===== src/rtl/ddr3_pattern_tester_if.sv =====
// rtl/ddr3_pattern_tester_if.sv - application-side command/write/read bus of the DDR3 controller
//   o_app_addr/o_app_cmd/o_app_en, i_app_rdy          : command channel
//   o_app_wdf_data/o_app_wdf_wren/o_app_wdf_end,
//   i_app_wdf_rdy                                      : write data channel
//   i_app_rd_data/i_app_rd_data_valid                  : read return channel
//   master = traffic generator, slave = controller
interface ddr3_pattern_tester_if #(
    parameter int ADDR_WIDTH = 28,
    parameter int DATA_WIDTH = 128
);
    logic [ADDR_WIDTH-1:0] o_app_addr;
    logic [2:0]            o_app_cmd;
    logic                  o_app_en;
    logic                  i_app_rdy;
    logic [DATA_WIDTH-1:0] o_app_wdf_data;
    logic                  o_app_wdf_wren;
    logic                  o_app_wdf_end;
    logic                  i_app_wdf_rdy;
    logic [DATA_WIDTH-1:0] i_app_rd_data;
    logic                  i_app_rd_data_valid;

    modport master (
        output o_app_addr, o_app_cmd, o_app_en, o_app_wdf_data, o_app_wdf_wren, o_app_wdf_end,
        input  i_app_rdy, i_app_wdf_rdy, i_app_rd_data, i_app_rd_data_valid
    );

    modport slave (
        input  o_app_addr, o_app_cmd, o_app_en, o_app_wdf_data, o_app_wdf_wren, o_app_wdf_end,
        output i_app_rdy, i_app_wdf_rdy, i_app_rd_data, i_app_rd_data_valid
    );
endinterface


===== src/rtl/ddr3_pattern_tester.sv =====
// rtl/ddr3_pattern_tester.sv - DDR3 app-interface pattern writer / read-back checker
//   i_clk, i_rst_n       : UI clock, synchronous active-low reset
//   i_calib_done         : controller calibration complete
//   i_start              : one-cycle pulse, starts a test from IDLE or DONE
//   i_continuous         : keep looping passes while high
//   app                  : controller application bus (master side)
//   o_busy, o_done       : test running / test finished
//   o_error, o_err_addr  : sticky mismatch flag and first failing address
//   o_err_count          : saturating mismatch count
//   o_pass_count         : completed passes (wraps)
module ddr3_pattern_tester #(
    parameter int                    ADDR_WIDTH      = 28,
    parameter int                    DATA_WIDTH      = 128,
    parameter logic [ADDR_WIDTH-1:0] START_ADDR      = '0,
    parameter logic [ADDR_WIDTH-1:0] END_ADDR        = ADDR_WIDTH'(32'h0010_0000),
    parameter int                    ADDR_STEP       = 8,
    parameter int                    MAX_OUTSTANDING = 16
) (
    input  logic                    i_clk,
    input  logic                    i_rst_n,
    input  logic                    i_calib_done,
    input  logic                    i_start,
    input  logic                    i_continuous,
    ddr3_pattern_tester_if.master   app,
    output logic                    o_busy,
    output logic                    o_done,
    output logic                    o_error,
    output logic [ADDR_WIDTH-1:0]   o_err_addr,
    output logic [15:0]             o_err_count,
    output logic [15:0]             o_pass_count
);
    localparam int                    LANES     = DATA_WIDTH / 32;
    localparam int                    OS_W      = $clog2(MAX_OUTSTANDING + 1);
    localparam logic [ADDR_WIDTH-1:0] STEP      = ADDR_WIDTH'(ADDR_STEP);
    localparam logic [ADDR_WIDTH-1:0] LAST_ADDR = END_ADDR - STEP;
    localparam logic [OS_W-1:0]       OS_MAX    = OS_W'(MAX_OUTSTANDING);

    typedef enum logic [2:0] {S_IDLE, S_WRITE, S_READ, S_DRAIN, S_DONE} state_t;

    state_t                state;
    logic [ADDR_WIDTH-1:0] cur_addr;
    logic [ADDR_WIDTH-1:0] exp_addr;
    logic [15:0]           seed;
    logic [OS_W-1:0]       outstanding;
    logic                  cmd_done;
    logic                  dat_done;

    logic                  cmd_acc;
    logic                  dat_acc;
    logic                  cmd_fin;
    logic                  dat_fin;
    logic                  rd_acc;
    logic                  rd_ret;
    logic                  rd_bad;
    logic [OS_W-1:0]       os_next;
    logic [ADDR_WIDTH-1:0] next_addr;

    // Lane k carries {addr[27:0], k[3:0]} scrambled by the pass seed in both halves.
    function automatic logic [DATA_WIDTH-1:0] pattern(input logic [ADDR_WIDTH-1:0] addr,
                                                      input logic [15:0] sd);
        logic [DATA_WIDTH-1:0] d;
        logic [27:0]           a;
        d = '0;
        a = 28'(addr);
        for (int k = 0; k < LANES; k++) begin
            d[k*32 +: 32] = {a, 4'(k)} ^ {sd, sd};
        end
        return d;
    endfunction

    assign app.o_app_wdf_end = app.o_app_wdf_wren;

    always_comb begin
        cmd_acc   = app.o_app_en && app.i_app_rdy;
        dat_acc   = app.o_app_wdf_wren && app.i_app_wdf_rdy;
        // Command and data of a write burst complete independently; a side
        // counts as finished once accepted in this or any earlier cycle.
        cmd_fin   = cmd_done || cmd_acc;
        dat_fin   = dat_done || dat_acc;
        rd_acc    = cmd_acc && (state == S_READ);
        rd_ret    = app.i_app_rd_data_valid && (state == S_READ || state == S_DRAIN);
        rd_bad    = rd_ret && (app.i_app_rd_data != pattern(exp_addr, seed));
        os_next   = outstanding + OS_W'(rd_acc) - OS_W'(rd_ret);
        next_addr = cur_addr + STEP;
    end

    always_ff @(posedge i_clk) begin
        if (!i_rst_n) begin
            state              <= S_IDLE;
            cur_addr           <= '0;
            exp_addr           <= '0;
            seed               <= '0;
            outstanding        <= '0;
            cmd_done           <= 1'b0;
            dat_done           <= 1'b0;
            app.o_app_addr     <= '0;
            app.o_app_cmd      <= 3'b000;
            app.o_app_en       <= 1'b0;
            app.o_app_wdf_data <= '0;
            app.o_app_wdf_wren <= 1'b0;
            o_busy             <= 1'b0;
            o_done             <= 1'b0;
            o_error            <= 1'b0;
            o_err_addr         <= '0;
            o_err_count        <= '0;
            o_pass_count       <= '0;
        end else begin
            if (state == S_READ || state == S_DRAIN) begin
                outstanding <= os_next;
            end

            // Returns come back in issue order, so a running address tracks them.
            if (rd_ret) begin
                exp_addr <= exp_addr + STEP;
                if (rd_bad) begin
                    o_error <= 1'b1;
                    if (!o_error) begin
                        o_err_addr <= exp_addr;
                    end
                    if (o_err_count != 16'hFFFF) begin
                        o_err_count <= o_err_count + 16'd1;
                    end
                end
            end

            case (state)
                S_IDLE, S_DONE: begin
                    if (i_start && i_calib_done) begin
                        state              <= S_WRITE;
                        cur_addr           <= START_ADDR;
                        cmd_done           <= 1'b0;
                        dat_done           <= 1'b0;
                        app.o_app_addr     <= START_ADDR;
                        app.o_app_cmd      <= 3'b000;
                        app.o_app_en       <= 1'b1;
                        app.o_app_wdf_data <= pattern(START_ADDR, seed);
                        app.o_app_wdf_wren <= 1'b1;
                        o_busy             <= 1'b1;
                        o_done             <= 1'b0;
                    end
                end

                S_WRITE: begin
                    if (cmd_fin && dat_fin) begin
                        cmd_done <= 1'b0;
                        dat_done <= 1'b0;
                        if (cur_addr == LAST_ADDR) begin
                            state              <= S_READ;
                            cur_addr           <= START_ADDR;
                            exp_addr           <= START_ADDR;
                            app.o_app_addr     <= START_ADDR;
                            app.o_app_cmd      <= 3'b001;
                            app.o_app_en       <= 1'b1;
                            app.o_app_wdf_wren <= 1'b0;
                        end else begin
                            cur_addr           <= next_addr;
                            app.o_app_addr     <= next_addr;
                            app.o_app_en       <= 1'b1;
                            app.o_app_wdf_data <= pattern(next_addr, seed);
                            app.o_app_wdf_wren <= 1'b1;
                        end
                    end else begin
                        cmd_done           <= cmd_fin;
                        dat_done           <= dat_fin;
                        app.o_app_en       <= !cmd_fin;
                        app.o_app_wdf_wren <= !dat_fin;
                    end
                end

                S_READ: begin
                    if (rd_acc && cur_addr == LAST_ADDR) begin
                        state        <= S_DRAIN;
                        app.o_app_en <= 1'b0;
                    end else begin
                        if (rd_acc) begin
                            cur_addr       <= next_addr;
                            app.o_app_addr <= next_addr;
                        end
                        // An unaccepted command cannot raise the count, so a
                        // held request stays asserted here.
                        app.o_app_en <= (os_next < OS_MAX);
                    end
                end

                S_DRAIN: begin
                    if (outstanding == '0) begin
                        o_pass_count <= o_pass_count + 16'd1;
                        if (i_continuous) begin
                            state              <= S_WRITE;
                            seed               <= seed + 16'd1;
                            cur_addr           <= START_ADDR;
                            cmd_done           <= 1'b0;
                            dat_done           <= 1'b0;
                            app.o_app_addr     <= START_ADDR;
                            app.o_app_cmd      <= 3'b000;
                            app.o_app_en       <= 1'b1;
                            app.o_app_wdf_data <= pattern(START_ADDR, seed + 16'd1);
                            app.o_app_wdf_wren <= 1'b1;
                        end else begin
                            state  <= S_DONE;
                            o_busy <= 1'b0;
                            o_done <= 1'b1;
                        end
                    end
                end

                default: begin
                    state <= S_IDLE;
                end
            endcase
        end
    end
endmodule


===== src/flat_wrapper.sv =====
// flat-port wrapper written by rule: the top's interface ports become plain ports
module ddr3_pattern_tester_flat 
#(
    parameter int                    ADDR_WIDTH      = 28,
    parameter int                    DATA_WIDTH      = 128,
    parameter logic [ADDR_WIDTH-1:0] START_ADDR      = '0,
    parameter logic [ADDR_WIDTH-1:0] END_ADDR        = ADDR_WIDTH'(32'h0010_0000),
    parameter int                    ADDR_STEP       = 8,
    parameter int                    MAX_OUTSTANDING = 16
)
  (i_clk, i_rst_n, i_calib_done, i_start, i_continuous, o_busy, o_done, o_error, o_err_addr, o_err_count, o_pass_count, app_o_app_addr, app_o_app_cmd, app_o_app_en, app_o_app_wdf_data, app_o_app_wdf_wren, app_o_app_wdf_end, app_i_app_rdy, app_i_app_wdf_rdy, app_i_app_rd_data, app_i_app_rd_data_valid);
  ddr3_pattern_tester_if #(.ADDR_WIDTH(ADDR_WIDTH), .DATA_WIDTH(DATA_WIDTH)) app_i ();
  input  logic i_clk;
  input  logic i_rst_n;
  input  logic i_calib_done;
  input  logic i_start;
  input  logic i_continuous;
  output logic o_busy;
  output logic o_done;
  output logic o_error;
  output logic [ADDR_WIDTH-1:0] o_err_addr;
  output logic [15:0] o_err_count;
  output logic [15:0] o_pass_count;
  output wire logic [$bits(app_i.o_app_addr)-1:0] app_o_app_addr;
  output wire logic [$bits(app_i.o_app_cmd)-1:0] app_o_app_cmd;
  output wire logic [$bits(app_i.o_app_en)-1:0] app_o_app_en;
  output wire logic [$bits(app_i.o_app_wdf_data)-1:0] app_o_app_wdf_data;
  output wire logic [$bits(app_i.o_app_wdf_wren)-1:0] app_o_app_wdf_wren;
  output wire logic [$bits(app_i.o_app_wdf_end)-1:0] app_o_app_wdf_end;
  input wire logic [$bits(app_i.i_app_rdy)-1:0] app_i_app_rdy;
  input wire logic [$bits(app_i.i_app_wdf_rdy)-1:0] app_i_app_wdf_rdy;
  input wire logic [$bits(app_i.i_app_rd_data)-1:0] app_i_app_rd_data;
  input wire logic [$bits(app_i.i_app_rd_data_valid)-1:0] app_i_app_rd_data_valid;
  assign app_o_app_addr = app_i.o_app_addr;
  assign app_o_app_cmd = app_i.o_app_cmd;
  assign app_o_app_en = app_i.o_app_en;
  assign app_o_app_wdf_data = app_i.o_app_wdf_data;
  assign app_o_app_wdf_wren = app_i.o_app_wdf_wren;
  assign app_o_app_wdf_end = app_i.o_app_wdf_end;
  assign app_i.i_app_rdy = app_i_app_rdy;
  assign app_i.i_app_wdf_rdy = app_i_app_wdf_rdy;
  assign app_i.i_app_rd_data = app_i_app_rd_data;
  assign app_i.i_app_rd_data_valid = app_i_app_rd_data_valid;
  ddr3_pattern_tester #(.ADDR_WIDTH(ADDR_WIDTH), .DATA_WIDTH(DATA_WIDTH), .START_ADDR(START_ADDR), .END_ADDR(END_ADDR), .ADDR_STEP(ADDR_STEP), .MAX_OUTSTANDING(MAX_OUTSTANDING)) u_core (.i_clk(i_clk), .i_rst_n(i_rst_n), .i_calib_done(i_calib_done), .i_start(i_start), .i_continuous(i_continuous), .app(app_i), .o_busy(o_busy), .o_done(o_done), .o_error(o_error), .o_err_addr(o_err_addr), .o_err_count(o_err_count), .o_pass_count(o_pass_count));
endmodule

===== config.mk =====
export PLATFORM = sky130hd
export DESIGN_NAME = ddr3_pattern_tester_flat
export DESIGN_NICKNAME = d
export VERILOG_FILES = /design/src/rtl/ddr3_pattern_tester_if.sv /design/src/rtl/ddr3_pattern_tester.sv /design/src/flat_wrapper.sv
export SDC_FILE = /design/constraint.sdc
export NUM_CORES = 1
export LEC_CHECK = 0
export ABC_AREA = 1
export BUFFER_PORTS_ARGS = -buffer_cell sky130_fd_sc_hd__buf_4
export CORE_MARGIN = 2
export CORE_UTILIZATION = 50
export CTS_CLUSTER_DIAMETER = 50
export CTS_CLUSTER_SIZE = 24
export DETAILED_ROUTE_END_ITERATION = 12
export PLACE_DENSITY = 0.74
export SLEW_MARGIN = 5
export SYNTH_ARGS = -nofsm -noshare
export SYNTH_HDL_FRONTEND = slang
export SYNTH_SLANG_ARGS = --single-unit

===== constraint.sdc =====
create_clock -name i_clk -period 4 [get_ports i_clk]
set_clock_uncertainty 0.15 [all_clocks]
set_input_delay 0.2 -clock i_clk [delete_from_list [all_inputs] [get_ports i_clk]]
set_output_delay 0.2 -clock i_clk [all_outputs]
set_load 0.01 [all_outputs]

# Yosys cells after proc, flatten, opt, wreduce, memory -nomap -nowiden
# Cells that the tools add are included.
# op_classes
n_shift	0
mux	53
order_cmp	1
n_addsub	7
n_div	0
multipliers	0
n_eq_ne	17
bitwise	15
n_reduce_logical	31
# op_table
operator	count
128-bit two-way mux	5
128-bit case mux with 3 select lines	1
28-bit two-way mux	11
32-bit XOR	8
128-bit != test	1
28-bit case mux with 4 select lines	1
28-bit by 4-bit adder with 28-bit output (second input constant)	2
16-bit by 1-bit adder with 16-bit output (second input constant)	3
3-bit two-way mux	11
28-bit by 20-bit equality test with 1-bit output (second input constant)	1
1-bit two-way mux	16
16-bit != test (second input constant)	1
2-bit != test (second input constant)	6
3-bit case mux with 4 select lines	1
4-bit AND reduction	3
6-bit AND reduction	2
1-bit case mux with 3 select lines	3
3-bit case mux with 3 select lines	1
3-bit AND reduction	3
1-bit logical AND	8
2-bit by 1-bit != test with 1-bit output (second input constant)	4
7-bit AND reduction	1
3-bit by 2-bit equality test with 1-bit output (second input constant)	2
5-bit by 1-bit adder with 5-bit output	1
other kinds (18)	28
# word_totals
inputBits	136
latchBits	0
ram_bits	0
regBits	278
memories	0
elab_cells	141
rom_bits	0
output_inout_bits	225

# Depth between registers and ports, before layout
# Gate-level depths: netlist (run 1).
# depth
word_depth	7
depth_mapped	18
depth_no_buf	16

# Least setup slack after synthesis (run 1)
# Ideal clock, no wire load.
# synth_timing
path_type	register to register
start	register u_core.state[1]
end	register u_core.app.o_app_en
arrival_time_ns	2.595
stages_incl_launch_ff	15
n_path_buf	2
synth_period_minus_slack_ns	2.840
path_slack_ns	1.160
required_time_ns	3.755
setup_time_ns	0.095
cell_sequence	dfxtp_1 -> inv_2 -> nor2_4 -> nand2_4 -> inv_2 -> buf_2 -> clkbuf_1 -> nand2_1 -> fa_1 -> a21oi_1 -> nor2_1 -> nor2_1 -> xor2_1 -> nand3_1 -> a221oi_1
# synth_between
elab_chain_len	7
word_cells_on_any_way	20
cone_classes	add/sub (2); order compare (1); eq/ne (7); mux (2); reduce/logical (8)
# synth_lines
element	line_no	source
from (decl)	ddr3_pattern_tester.sv:40	state_t state;
from (signal assigned)	ddr3_pattern_tester.sv:89	state <= S_IDLE;
from (signal assigned)	ddr3_pattern_tester.sv:129	state <= S_WRITE;
from (signal assigned)	ddr3_pattern_tester.sv:148	state <= S_READ;
3-bit by 2-bit equality test with 1-bit output, on equally long branches	ddr3_pattern_tester.sv:80, ddr3_pattern_tester.sv:81, ddr3_pattern_tester.sv:126	
1-bit logical AND or 1-bit logical OR (tied branches)	ddr3_pattern_tester.sv:80, ddr3_pattern_tester.sv:81	
5-bit by 1-bit adder with 5-bit output or 1-bit logical AND (tied branches)	ddr3_pattern_tester.sv:83, ddr3_pattern_tester.sv:81	
5-bit by 1-bit subtractor with 5-bit output	ddr3_pattern_tester.sv:83	os_next = outstanding + OS_W'(rd_acc) - OS_W'(rd_ret);
5-bit less-than comparator	ddr3_pattern_tester.sv:181	app.o_app_en <= (os_next < OS_MAX);
1-bit two-way mux	ddr3_pattern_tester.sv:171	if (rd_acc && cur_addr == LAST_ADDR) begin
1-bit case mux with 4 select lines	ddr3_pattern_tester.sv:126	case (state)
to (signal assigned)	ddr3_pattern_tester.sv:165	app.o_app_en <= !cmd_fin;
to (signal assigned)	ddr3_pattern_tester.sv:181	
to (decl)	ddr3_pattern_tester_if.sv:23	output o_app_addr, o_app_cmd, o_app_en, o_app_wdf_data, o_app_wdf_wren, o_app_wdf_end,
# Several ways; a longest one is shown, not always the timed one.
# A chain may end at the register's enable or synchronous reset.

# Worst setup path after layout (run 1)
# layout_timing
start	register u_core.seed[5]
end	register u_core.o_err_addr[16]
# layout_between
elab_chain_len	4
word_cells_on_any_way	7
cone_classes	eq/ne (1); bitwise (4); reduce/logical (2)
# layout_lines
element	line_no	source
from (decl)	ddr3_pattern_tester.sv:43	logic [15:0] seed;
from (signal assigned)	ddr3_pattern_tester.sv:190	seed <= seed + 16'd1;
32-bit XOR	ddr3_pattern_tester.sv:66	d[k*32 +: 32] = {a, 4'(k)} ^ {sd, sd};
128-bit != test (*)	ddr3_pattern_tester.sv:82	rd_bad = rd_ret && (app.i_app_rd_data != pattern(exp_addr, seed));
1-bit logical AND (*)	ddr3_pattern_tester.sv:82	
3-bit AND reduction (no line) (*)	-	
to (signal assigned)	ddr3_pattern_tester.sv:118	o_err_addr <= exp_addr;
to (decl)	ddr3_pattern_tester.sv:28	output logic [ADDR_WIDTH-1:0] o_err_addr,
# Every way passes the cells marked *; elsewhere a longest branch is shown, timed or not.

==> results by group, run 1 <==
Route
  • Initial drt markers: 1521
  • Post-Route WL: 43.0 mm
  • DR WL/cell: 16.4 um
  • Post-route antenna net violation count: 0
  • Drt drc: 0
  • Via count: 13900
  • Vias per cell: 5.29
  • First drt pass iteration count: 8

Setup path
  • Crit path cell chain: inv_1 > nand2_1 > nand2_1 > nand2_1 > nand2_1 > inv_1 > nand2_1 > nor2_1 > nand2_1 > nor2_1 > nand2_1 > nor2_2 > nand2_4 > nand3_4 > nand2_1 > a21oi_1
  • CP Data Arrival Time: 3330 ps
  • CP peak stage delay: 740 ps
  • Worst-path fanout max: 44
  • Top cell by count, worst path: nand2_1
  • WP data required: 4210 ps
  • R2R depth: 16
  • Worst reg2reg path startpoint: u_core.seed[5]$_SDFFE_PN0P_
  • RR Endpoint: u_core.o_err_addr[16]$_SDFFE_PN0P_
  • Crit Path Class: reg2reg
  • Crit-path slowest cell: dfxtp_1
  • CP Launch Type: flop
  • Flop2flop setup slack: 880 ps
  • Worst setup EP type: flop

Cells and area
  • Fraction of layout cells with a size suffix above 1: 20.5%
  • P&R area growth vs syn: 20.8%
  • Area of the multi-input gates: 7060 um2
  • Final core occ: 61.2%
  • Commonest non-fill, non-tap cells in the layout: 699 x nand2_1, 359 x buf_4, 241 x inv_1
  • Antenna cells: 0
  • Net count reported at finish: 2424
  • Fillers: 2482
  • Commonest non-fill, non-tap cell in the layout: nand2_1
  • Register Area: 3460 um2

Global route
  • Global-route wire length before repair: 66.0 mm
  • Initial antenna violation count: 0
  • Largest net degree at the start of global routing: 58
  • Gr usage total: 31.1%
  • Total gr overflow: 0
  • Vias in the first global route: 12400

Floorplan
  • Die height: 163 um
  • Die area: 26600 um2
  • Die boundary width: 163 um
  • Row cnt: 58
  • Io pins: 361
  • Initial core utilization: 50.6%
  • CORE AREA: 25000 um2

Yosys
  • Register bit total from synthesis: 173
  • Post-synth top area cell: dfxtp_1
  • Synthesized area: 12700 um2
  • Avg Cell Area, Syn: 6.14 um2
  • Mux cell area share after synthesis: 0%
  • Post-synthesis xor/xnor area fraction: 6.91%
  • Post-synth ARST share: 0%
  • Prevailing post-synth register cell: dfxtp_1
  • Syn Inst Count: 2066
  • Ys Warns: 0
  • Post-Synth Simple-Gate Area: 37.0%
  • Register area share after synthesis: 27.3%
  • Netlist cell types: 49
  • Post-synth top area share: 27.3%
  • Largest family of logic cells by synthesized area: simple AND/OR/NAND/NOR gates
  • Synth Area in Compound Gates: 10.3%
  • Post-synth EDFFs: 0
  • Synth Area in Adders: 1.14%
  • Synth top area cells: dfxtp_1 27%, nand2_1 21%, inv_1 7.2%, buf_4 6.9%, a21oi_1 5.3%

Clock tree
  • # clock sinks: 173
  • Worst-Skew Late Latency: 440 ps
  • Worst-path clk slew: 80 ps
  • CTS buffer count: 17
  • H-tree depth: 4
  • CTS max path bufs: 2
  • CTS tree: done
  • Root Buffer: clkbuf_16
  • Post-CTS setup buffer count: 0

STA
  • TNS Setup: 0 ps
  • Endpoints failing hold: 0
  • Final setup fails: 0
  • Period utilization: 78.1%
  • Worst slew margin: 31.0%
  • F_max: 320 MHz
  • Tightest Pin Transition: 1030 ps
  • Unrepaired setup endpoints after global routing: no
  • Pins Over Slew Limit: 0
  • Post-layout min period: 3120 ps

Worst hold path
  • Hold EP: u_core.o_pass_count[2]$_SDFFE_PN0P_
  • Hold Path Origin: i_rst_n
  • Worst min path class: in2reg
  • Hold Path Stages: 3

Placement
  • Routability Congestion: 0.943
  • Detail Placement HPWL: 33.4 mm
  • Port Buffers: 352

Power
  • Power per Cell Area: 440 nW/um2
  • VDD IR max: 0.333 mV
  • P_leak: 7.50 nW

Flow run
  • Max-cap check violation count: 0

Status
  • Status: finished clean
[cell usage after synthesis, drive strengths merged (3+ instances only)]
cell type / number
o21ai: 73
nor2: 160
nand4: 59
o211ai: 4
clkbuf: 27
ha: 10
o22ai: 5
nand3: 98
nor4: 7
or2: 14
a31oi: 10
nand3b: 4
xor2: 67
clkinv: 4
dfxtp: 173
xnor2: 33
buf: 150
nand2: 709
inv: 266
a211oi: 7
a21oi: 137
nor3b: 3
nor3: 35
[cells by family (layout without fill, tap and decap cells)]
kind of cell	after synthesis	after routing
AO/OA/AOI/OAI	244	244
AND/OR/NAND/NOR	1090	1090
flip-flops	173	173
XOR/XNOR	100	100
adder cells (fa/ha/maj)	11	11
buffers and inverters	447	664
other	1	8
[stage by stage]
step / instances / total power, mW / cell area (um2) / hold WS, ps / setup slack (ps)
2_1_floorplan: 2073 / 4.18 / 12700 / 258 / 1160
3_3_place_gp: 2586 / 4.92 / 14700 / 299 / 1010
3_5_place_dp: 2586 / 4.98 / 14700 / 304 / 941
4_1_cts: 2620 / 6.74 / 15300 / 107 / 928
5_1_grt: 2620 / 7.08 / 15300 / 132 / 639
6_report: 2620 / 6.74 / 15300 / 98.8 / 876
[power by group]
group	total, mW	switching [mW]	internal, mW
Clock	1.78	0.860	0.916
Sequential	2.24	0.306	1.94
Combinational	2.72	1.53	1.20
[repair_timing]
action	CTS	global route
setup endpoints to repair	0	0
hold buffers	2	0
gates resized for setup	0	0
hold endpoints to repair	3	0
[how the worst max path moves through the flow]
stage / start / to / slack [ps]
6_report: u_core.seed[5]$_SDFFE_PN0P_ / u_core.o_err_addr[16]$_SDFFE_PN0P_ / 880
5_1_grt: u_core.seed[5]$_SDFFE_PN0P_ / u_core.o_err_addr[6]$_SDFFE_PN0P_ / 640
4_1_cts: u_core.seed[5]$_SDFFE_PN0P_ / u_core.o_err_addr[16]$_SDFFE_PN0P_ / 930
3_5_place_dp: u_core.seed[5]$_SDFFE_PN0P_ / u_core.o_err_addr[25]$_SDFFE_PN0P_ / 940
3_3_place_gp: u_core.seed[5]$_SDFFE_PN0P_ / u_core.o_err_addr[25]$_SDFFE_PN0P_ / 1010
2_1_floorplan: u_core.state[1]$_SDFFE_PN0P_ / u_core.app.o_app_en$_SDFFE_PN0P_ / 1160
[registers in the layout (all words and copies together) (netlist names), 3 cells and up]
name,count
u_core.app.o_app_addr,25
u_core.app.o_app_wdf_data,34
u_core.exp_addr,25
u_core.o_err_addr,25
u_core.o_err_count,16
u_core.o_pass_count,16
u_core.outstanding,5
u_core.seed,16
u_core.state,3
[worst max-delay path: cells and delay by family, from the launching register on]
family,cells,cell delay [ps]
flip-flops,1,740
buffers and inverters,2,270
AND/OR/NAND/NOR,13,1710
AO/OA/AOI/OAI,1,140
[routing by layer]
layer	vias up	wire (um)	share of wire, %	global-route usage [%]
li1	6792	-	-	-
met1	6382	18100	42	41.7
met2	633	20000	47	51.3
met3	63	4000	9.3	6.58
met4	0	835	1.9	7.44
met5	-	0	0	0
[layout make-up]
class | instances | share of cell area, %
Timing Repair Buffer | 362 | 17.9
Clock buffer | 17 | 2.78
Multi-Input combinational cell | 1453 | 46.1
Clock inverter | 15 | 1.37
Inverter | 270 | 6.63
Tap cell | 330 | 2.70
Sequential cell | 173 | 22.6
No activity file was read; power rests on OpenSTA's default activity.
==> inputs of run 2 (changes only) <==
- clock period: 4 -> 3.05 ns (I/O delays scaled with it)
==> run 2 against run 1 <==
- cell area is 0.81% higher
- count of clock-buffer cells in the layout is 2 higher
- first-iteration DRC count is 21% lower
- critical path depth stayed put
- highest routed layer unchanged
- critical endpoint is now u_core.o_err_addr[7]$_SDFFE_PN0P_
- worst hold slack worse by 58 ps
- clock power is 25% higher
- cell count is 0.88% higher
==> results by group, run 2 (synthesis gave the netlist of run 1 again) <==
Global route
  • Vias in the first global route: 12500
  • Global-route wire length before repair: 65.8 mm
  • GR peak layer: met2
  • Gr usage total: 31.2%
  • Total gr overflow: 0
  • Grt met3 use: 7.16%
  • Largest net degree at the start of global routing: 58
  • Initial antenna violation count: 2
  • GR Util met2: 50.7%
  • Routing usage on met1: 40.5%

Power
  • Clock network fraction of total power: 25.2%
  • Power per Cell Area: 571 nW/um2
  • Pint: 5.33 mW
  • Sw Ratio: 39.5%
  • Sw power: 3.48 mW
  • Comb pwr share: 41.7%
  • Register share of total power: 33.1%
  • Pwr Total: 8.82 mW
  • P_leak: 7.59 nW
  • VDD IR max: 0.478 mV

Setup path
  • Top cell by count, worst path: nand2_1
  • Crit-path slowest cell: dfxtp_1
  • Flop2flop setup slack: 200 ps
  • Crit Path Class: reg2reg
  • Cell family with most CP delay: simple AND/OR/NAND/NOR gates
  • RR Endpoint: u_core.o_err_addr[7]$_SDFFE_PN0P_
  • WP data required: 3250 ps
  • CP startpoint: u_core.exp_addr[11]$_SDFF_PN0_
  • CP Buf/Inv Count: 2
  • CP Data Arrival Time: 3050 ps
  • R2R depth: 16
  • CP Depth: 16
  • Worst setup EP type: flop
  • CP Launch Type: flop
  • Worst reg2reg path startpoint: u_core.exp_addr[11]$_SDFF_PN0_
  • Crit path cell chain: inv_1 > nand2_1 > nand2_1 > nand2_1 > nand2_1 > inv_1 > nand2_1 > nor2_1 > nand2_1 > nor2_1 > nand2_1 > nor2_2 > nand2_4 > nand3_4 > nand2_1 > a21oi_1
  • Crit path to: u_core.o_err_addr[7]$_SDFFE_PN0P_
  • CP peak stage delay: 570 ps
  • Worst-path fanout max: 25

Clock tree
  • CTS buffer count: 17
  • Worst-path clk slew: 80 ps
  • Root Buffer: clkbuf_16
  • # clock sinks: 173
  • CTS max path bufs: 2
  • CTS tree: done
  • Worst-Skew Late Latency: 440 ps
  • Post-CTS setup buffer count: 0
  • H-tree depth: 4

STA
  • Post-layout min period: 2850 ps
  • Pins Over Slew Limit: 0
  • Tightest Pin Transition: 815 ps
  • Setup slack after layout: 205 ps
  • Endpoints failing hold: 0
  • Period utilization: 93.3%
  • TNS Setup: 0 ps
  • F_max: 351 MHz
  • Unrepaired setup endpoints after global routing: no
  • Worst slew margin: 45.3%
  • Final setup fails: 0

Route
  • Post-route antenna net violation count: 0
  • Drt drc: 0
  • Post-Route WL: 42.8 mm
  • Vias per cell: 5.24
  • DR WL/cell: 16.2 um
  • Via count: 13900
  • Initial drt markers: 1204
  • First drt pass iteration count: 5

Cells and area
  • Area of the multi-input gates: 7060 um2
  • Finished Layout Cells: 2643
  • Top reg by flops: u_core.app.o_app_wdf_data
  • Commonest non-fill, non-tap cells in the layout: 699 x nand2_1, 379 x buf_4, 241 x inv_1
  • Max FFs per register: 34
  • Net count reported at finish: 2445
  • Fillers: 2435
  • P&R area growth vs syn: 21.8%
  • Final instance area: 15400 um2
  • Commonest non-fill, non-tap cell in the layout: nand2_1
  • Fraction of layout cells with a size suffix above 1: 21.2%
  • Register Area: 3470 um2

Floorplan
  • Io pins: 361
  • CORE AREA: 25000 um2
  • Row cnt: 58
  • Initial core utilization: 50.6%
  • Die height: 163 um
  • Die boundary width: 163 um
  • Die area: 26600 um2

Placement
  • Detail Placement HPWL: 33.5 mm
  • Post-DP Area: 14800 um2
  • Routability Congestion: 0.972
  • Worst slack, placed: 182 ps
  • Placed cell count: 2607
  • Port Buffers: 352

Status
  • Status: finished clean

Flow run
  • Max-cap check violation count: 0

Worst hold path
  • Worst min path class: in2reg
-- run 2: worst min path at each step --
stage | to | startpoint | slack (ps) | depth (start not counted)
CTS | u_core.dat_done$_SDFFE_PN0P_ | app_i_app_wdf_rdy | 30 | 5
detailed placement | u_core.o_err_addr[3]$_SDFFE_PN0P_ | u_core.o_err_addr[3]$_SDFFE_PN0P_ | 310 | 2
global route | u_core.dat_done$_SDFFE_PN0P_ | app_i_app_wdf_rdy | 90 | 5
finish | u_core.dat_done$_SDFFE_PN0P_ | app_i_app_wdf_rdy | 40 | 5
floorplan | u_core.exp_addr[4]$_SDFF_PN0_ | app_i_app_rd_data_valid | 210 | 2
global placement | u_core.o_err_addr[12]$_SDFFE_PN0P_ | u_core.o_err_addr[12]$_SDFFE_PN0P_ | 300 | 2
-- run 2: final cells by class --
class	count	area share, %
repair buffers	383	18.8
clock buffers	19	2.80
multi-input cells	1453	45.7
clock inverters	13	0.964
well taps	330	2.67
diodes	2	0.0324
flip-flops and latches	173	22.4
inverters	270	6.58
-- run 2: tightest hold or removal path, stage by stage --
cell,delay (ps)
buf_4,80
a21oi_1,60
inv_1,100
a32oi_1,130
nor2_1,80
-- run 2: routing by layer --
metal | vias to the layer above | part of all wire, %
li1 | 6847 | -
met1 | 6353 | 42
met2 | 582 | 46
met3 | 79 | 9.1
met4 | 0 | 2.9
met5 | - | 0
-- run 2: timing repair --
| item | CTS | global route |
|---|---|---|
| gates resized for setup | 0 | 2 |
| endpoints found under the setup margin | 0 | 16 |
| endpoints found under the hold margin | 4 | 0 |
| hold buffers | 2 | 0 |
-- run 2: stage by stage --
stage	util [%]	hold slack (ps)
2_1_floorplan	-	211
5_1_grt	61.7	88.6
6_report	61.7	40.4
4_1_cts	61.6	33.4
3_5_place_dp	59.2	307
3_3_place_gp	59.2	300
-- run 2: power by group through the flow --
stage	clock network (mW)	logic [mW]	registers, mW
after floorplan	0	2.52	2.95
after global placement	0	3.59	2.95
after detailed placement	0	3.63	2.96
after CTS	2.24	3.66	2.92
after global routing	2.34	3.96	2.96
final	2.22	3.68	2.92
==> inputs of run 3 (changes only) <==
- clock period: 3.05 -> 2.74 ns (I/O delays scaled with it)
==> run 3 against run 2 <==
- die area unchanged
- largest power group unchanged
- first-iteration DRC count up 7.7%
- core utilization up 1.6 points
- non-clock buffer count up 42
- highest routed layer unchanged
- sequential power is 11% higher
- total power up 13%
- sequential cell count unchanged
==> results by group, run 3 (synthesis gave the netlist of run 1 again) <==
Status
  • Status: finished clean

Floorplan
  • Die boundary width: 163 um
  • Io pins: 361
  • CORE AREA: 25000 um2
  • Initial core utilization: 50.6%
  • Die height: 163 um
  • Die area: 26600 um2
  • Row cnt: 58

Global route
  • Largest net degree at the start of global routing: 46
  • Vias in the first global route: 12200
  • Initial antenna violation count: 0
  • Global-route wire length before repair: 64.4 mm
  • Gr usage total: 30.7%
  • Total gr overflow: 0

Placement
  • Routability Congestion: 0.965
  • Detail Placement HPWL: 33.5 mm
  • Port Buffers: 352

Cells and area
  • Fillers: 2390
  • P&R area growth vs syn: 24.9%
  • Fraction of layout cells with a size suffix above 1: 22.9%
  • Antenna cells: 0
  • Max FFs per register: 34
  • Net count reported at finish: 2488
  • Top reg by flops: u_core.app.o_app_wdf_data
  • Commonest non-fill, non-tap cells in the layout: 698 x nand2_1, 418 x buf_4, 241 x inv_1
  • Final core occ: 63.3%
  • Commonest non-fill, non-tap cell in the layout: nand2_1

Setup path
  • Crit Path Class: reg2reg
  • Crit path to: u_core.app.o_app_addr[3]$_SDFFE_PN0P_
  • Crit-path slowest cell: dfxtp_1
  • Worst reg2reg path startpoint: u_core.state[0]$_SDFFE_PN0P_
  • CP Launch Type: flop
  • Crit path cell chain: nand2_4 > nor2_4 > inv_4 > nor2_1 > inv_2 > o211ai_1 > a21oi_2 > nand3_4 > buf_4 > nand2_1 > a21oi_1
  • Worst-path fanout max: 25
  • R2R depth: 11
  • WP data required: 2930 ps
  • RR Endpoint: u_core.app.o_app_addr[3]$_SDFFE_PN0P_
  • Flop2flop setup slack: 170 ps
  • CP startpoint: u_core.state[0]$_SDFFE_PN0P_
  • CP Data Arrival Time: 2760 ps
  • CP peak stage delay: 470 ps
  • Worst setup EP type: flop

Power
  • Power per Cell Area: 628 nW/um2
  • VDD IR max: 0.520 mV
  • Comb pwr share: 42.2%
  • Pwr Total: 9.94 mW
  • Sw Ratio: 39.2%
  • Pint: 6.04 mW
  • Clock network fraction of total power: 25.3%
  • Register share of total power: 32.5%
  • Sw power: 3.90 mW
  • P_leak: 7.83 nW

Clock tree
  • Worst-Skew Late Latency: 440 ps
  • H-tree depth: 4
  • Root Buffer: clkbuf_16
  • CTS tree: done
  • CTS buffer count: 17
  • CTS max path bufs: 2
  • # clock sinks: 173
  • Worst-path clk slew: 80 ps

Route
  • Via count: 13800
  • Vias per cell: 5.15
  • Drt drc: 0
  • Post-route antenna net violation count: 0
  • DR WL/cell: 15.9 um
  • Post-Route WL: 42.7 mm
  • Initial drt markers: 1297
  • First drt pass iteration count: 5

STA
  • Post-layout min period: 2570 ps
  • Endpoints failing hold: 0
  • Pins Over Slew Limit: 0
  • Tightest Pin Transition: 836 ps
  • WHS: 48.8 ps
  • Worst slew margin: 44.0%
  • Unrepaired setup endpoints after global routing: yes
  • F_max: 389 MHz
  • Final setup fails: 0
  • Period utilization: 93.7%

Flow run
  • Max-cap check violation count: 0

Worst hold path
  • Worst min path class: in2reg
## run 3: critical path: cells and delay by family, from the launching register on
kind | cells | cell delay [ps]
compound gates | 3 | 500
buf+inv | 3 | 460
flops | 1 | 470
simple gates | 5 | 900
## run 3: what timing repair did
action / 4_1_cts / 5_1_grt
endpoints found under the hold margin: 16 / 0
gates resized for setup: 0 / 9
hold buffers: 3 / 0
buffers inserted: 0 / 5
endpoints found under the setup margin: 0 / 28
## run 3: area by class of cell
| cell class | count | area (um2) | area share, % |
|---|---|---|---|
| timing repair buffer | 425 | 3250 | 20.5 |
| clock inverter | 14 | 170 | 1.07 |
| tap | 330 | 413 | 2.61 |
| sequential | 173 | 3470 | 21.9 |
| clock buffer | 18 | 439 | 2.77 |
| multi-input combinational | 1454 | 7080 | 44.7 |
| inverter | 270 | 1020 | 6.43 |
## run 3: through the flow
step | cell area [um2] | TNS (ps) | setup slack, ps | cells
global placement | 15100 | 0 | 180 | 2643
floorplan | 12700 | 0 | 10.9 | 2073
CTS | 15800 | 0 | 34.9 | 2678
global route | 15800 | -20.2 | -20.2 | 2684
finish | 15800 | 0 | 172 | 2684
detailed placement | 15100 | 0 | 61.4 | 2643
## run 3: power by group through the flow
stage	clock network (mW)	logic (mW)	registers, mW
3_3_place_gp	0	4.08	3.28
4_1_cts	2.53	4.14	3.23
3_5_place_dp	0	4.12	3.29
6_report	2.51	4.20	3.23
5_1_grt	2.65	4.54	3.29
2_1_floorplan	0	2.81	3.29
## run 3: worst min path at each step
stage	to	slack [ps]	start	depth (start not counted)
detailed placement	u_core.o_err_addr[16]$_SDFFE_PN0P_	300	u_core.o_err_addr[16]$_SDFFE_PN0P_	2
CTS	u_core.dat_done$_SDFFE_PN0P_	40	app_i_app_wdf_rdy	5
finish	u_core.dat_done$_SDFFE_PN0P_	50	app_i_app_wdf_rdy	5
global route	u_core.dat_done$_SDFFE_PN0P_	50	app_i_app_wdf_rdy	5
global placement	u_core.o_err_addr[13]$_SDFFE_PN0P_	300	u_core.o_err_addr[13]$_SDFFE_PN0P_	2
floorplan	u_core.exp_addr[4]$_SDFF_PN0_	200	app_i_app_rd_data_valid	2
## run 3: layer usage
metal	GRT usage [%]	part of all wire [%]	vias to the layer above
met5	0	0	-
met4	7.32	1.9	0
met3	7.64	9.5	55
met2	50.1	46	567
met1	40.8	43	6293
li1	-	-	6920
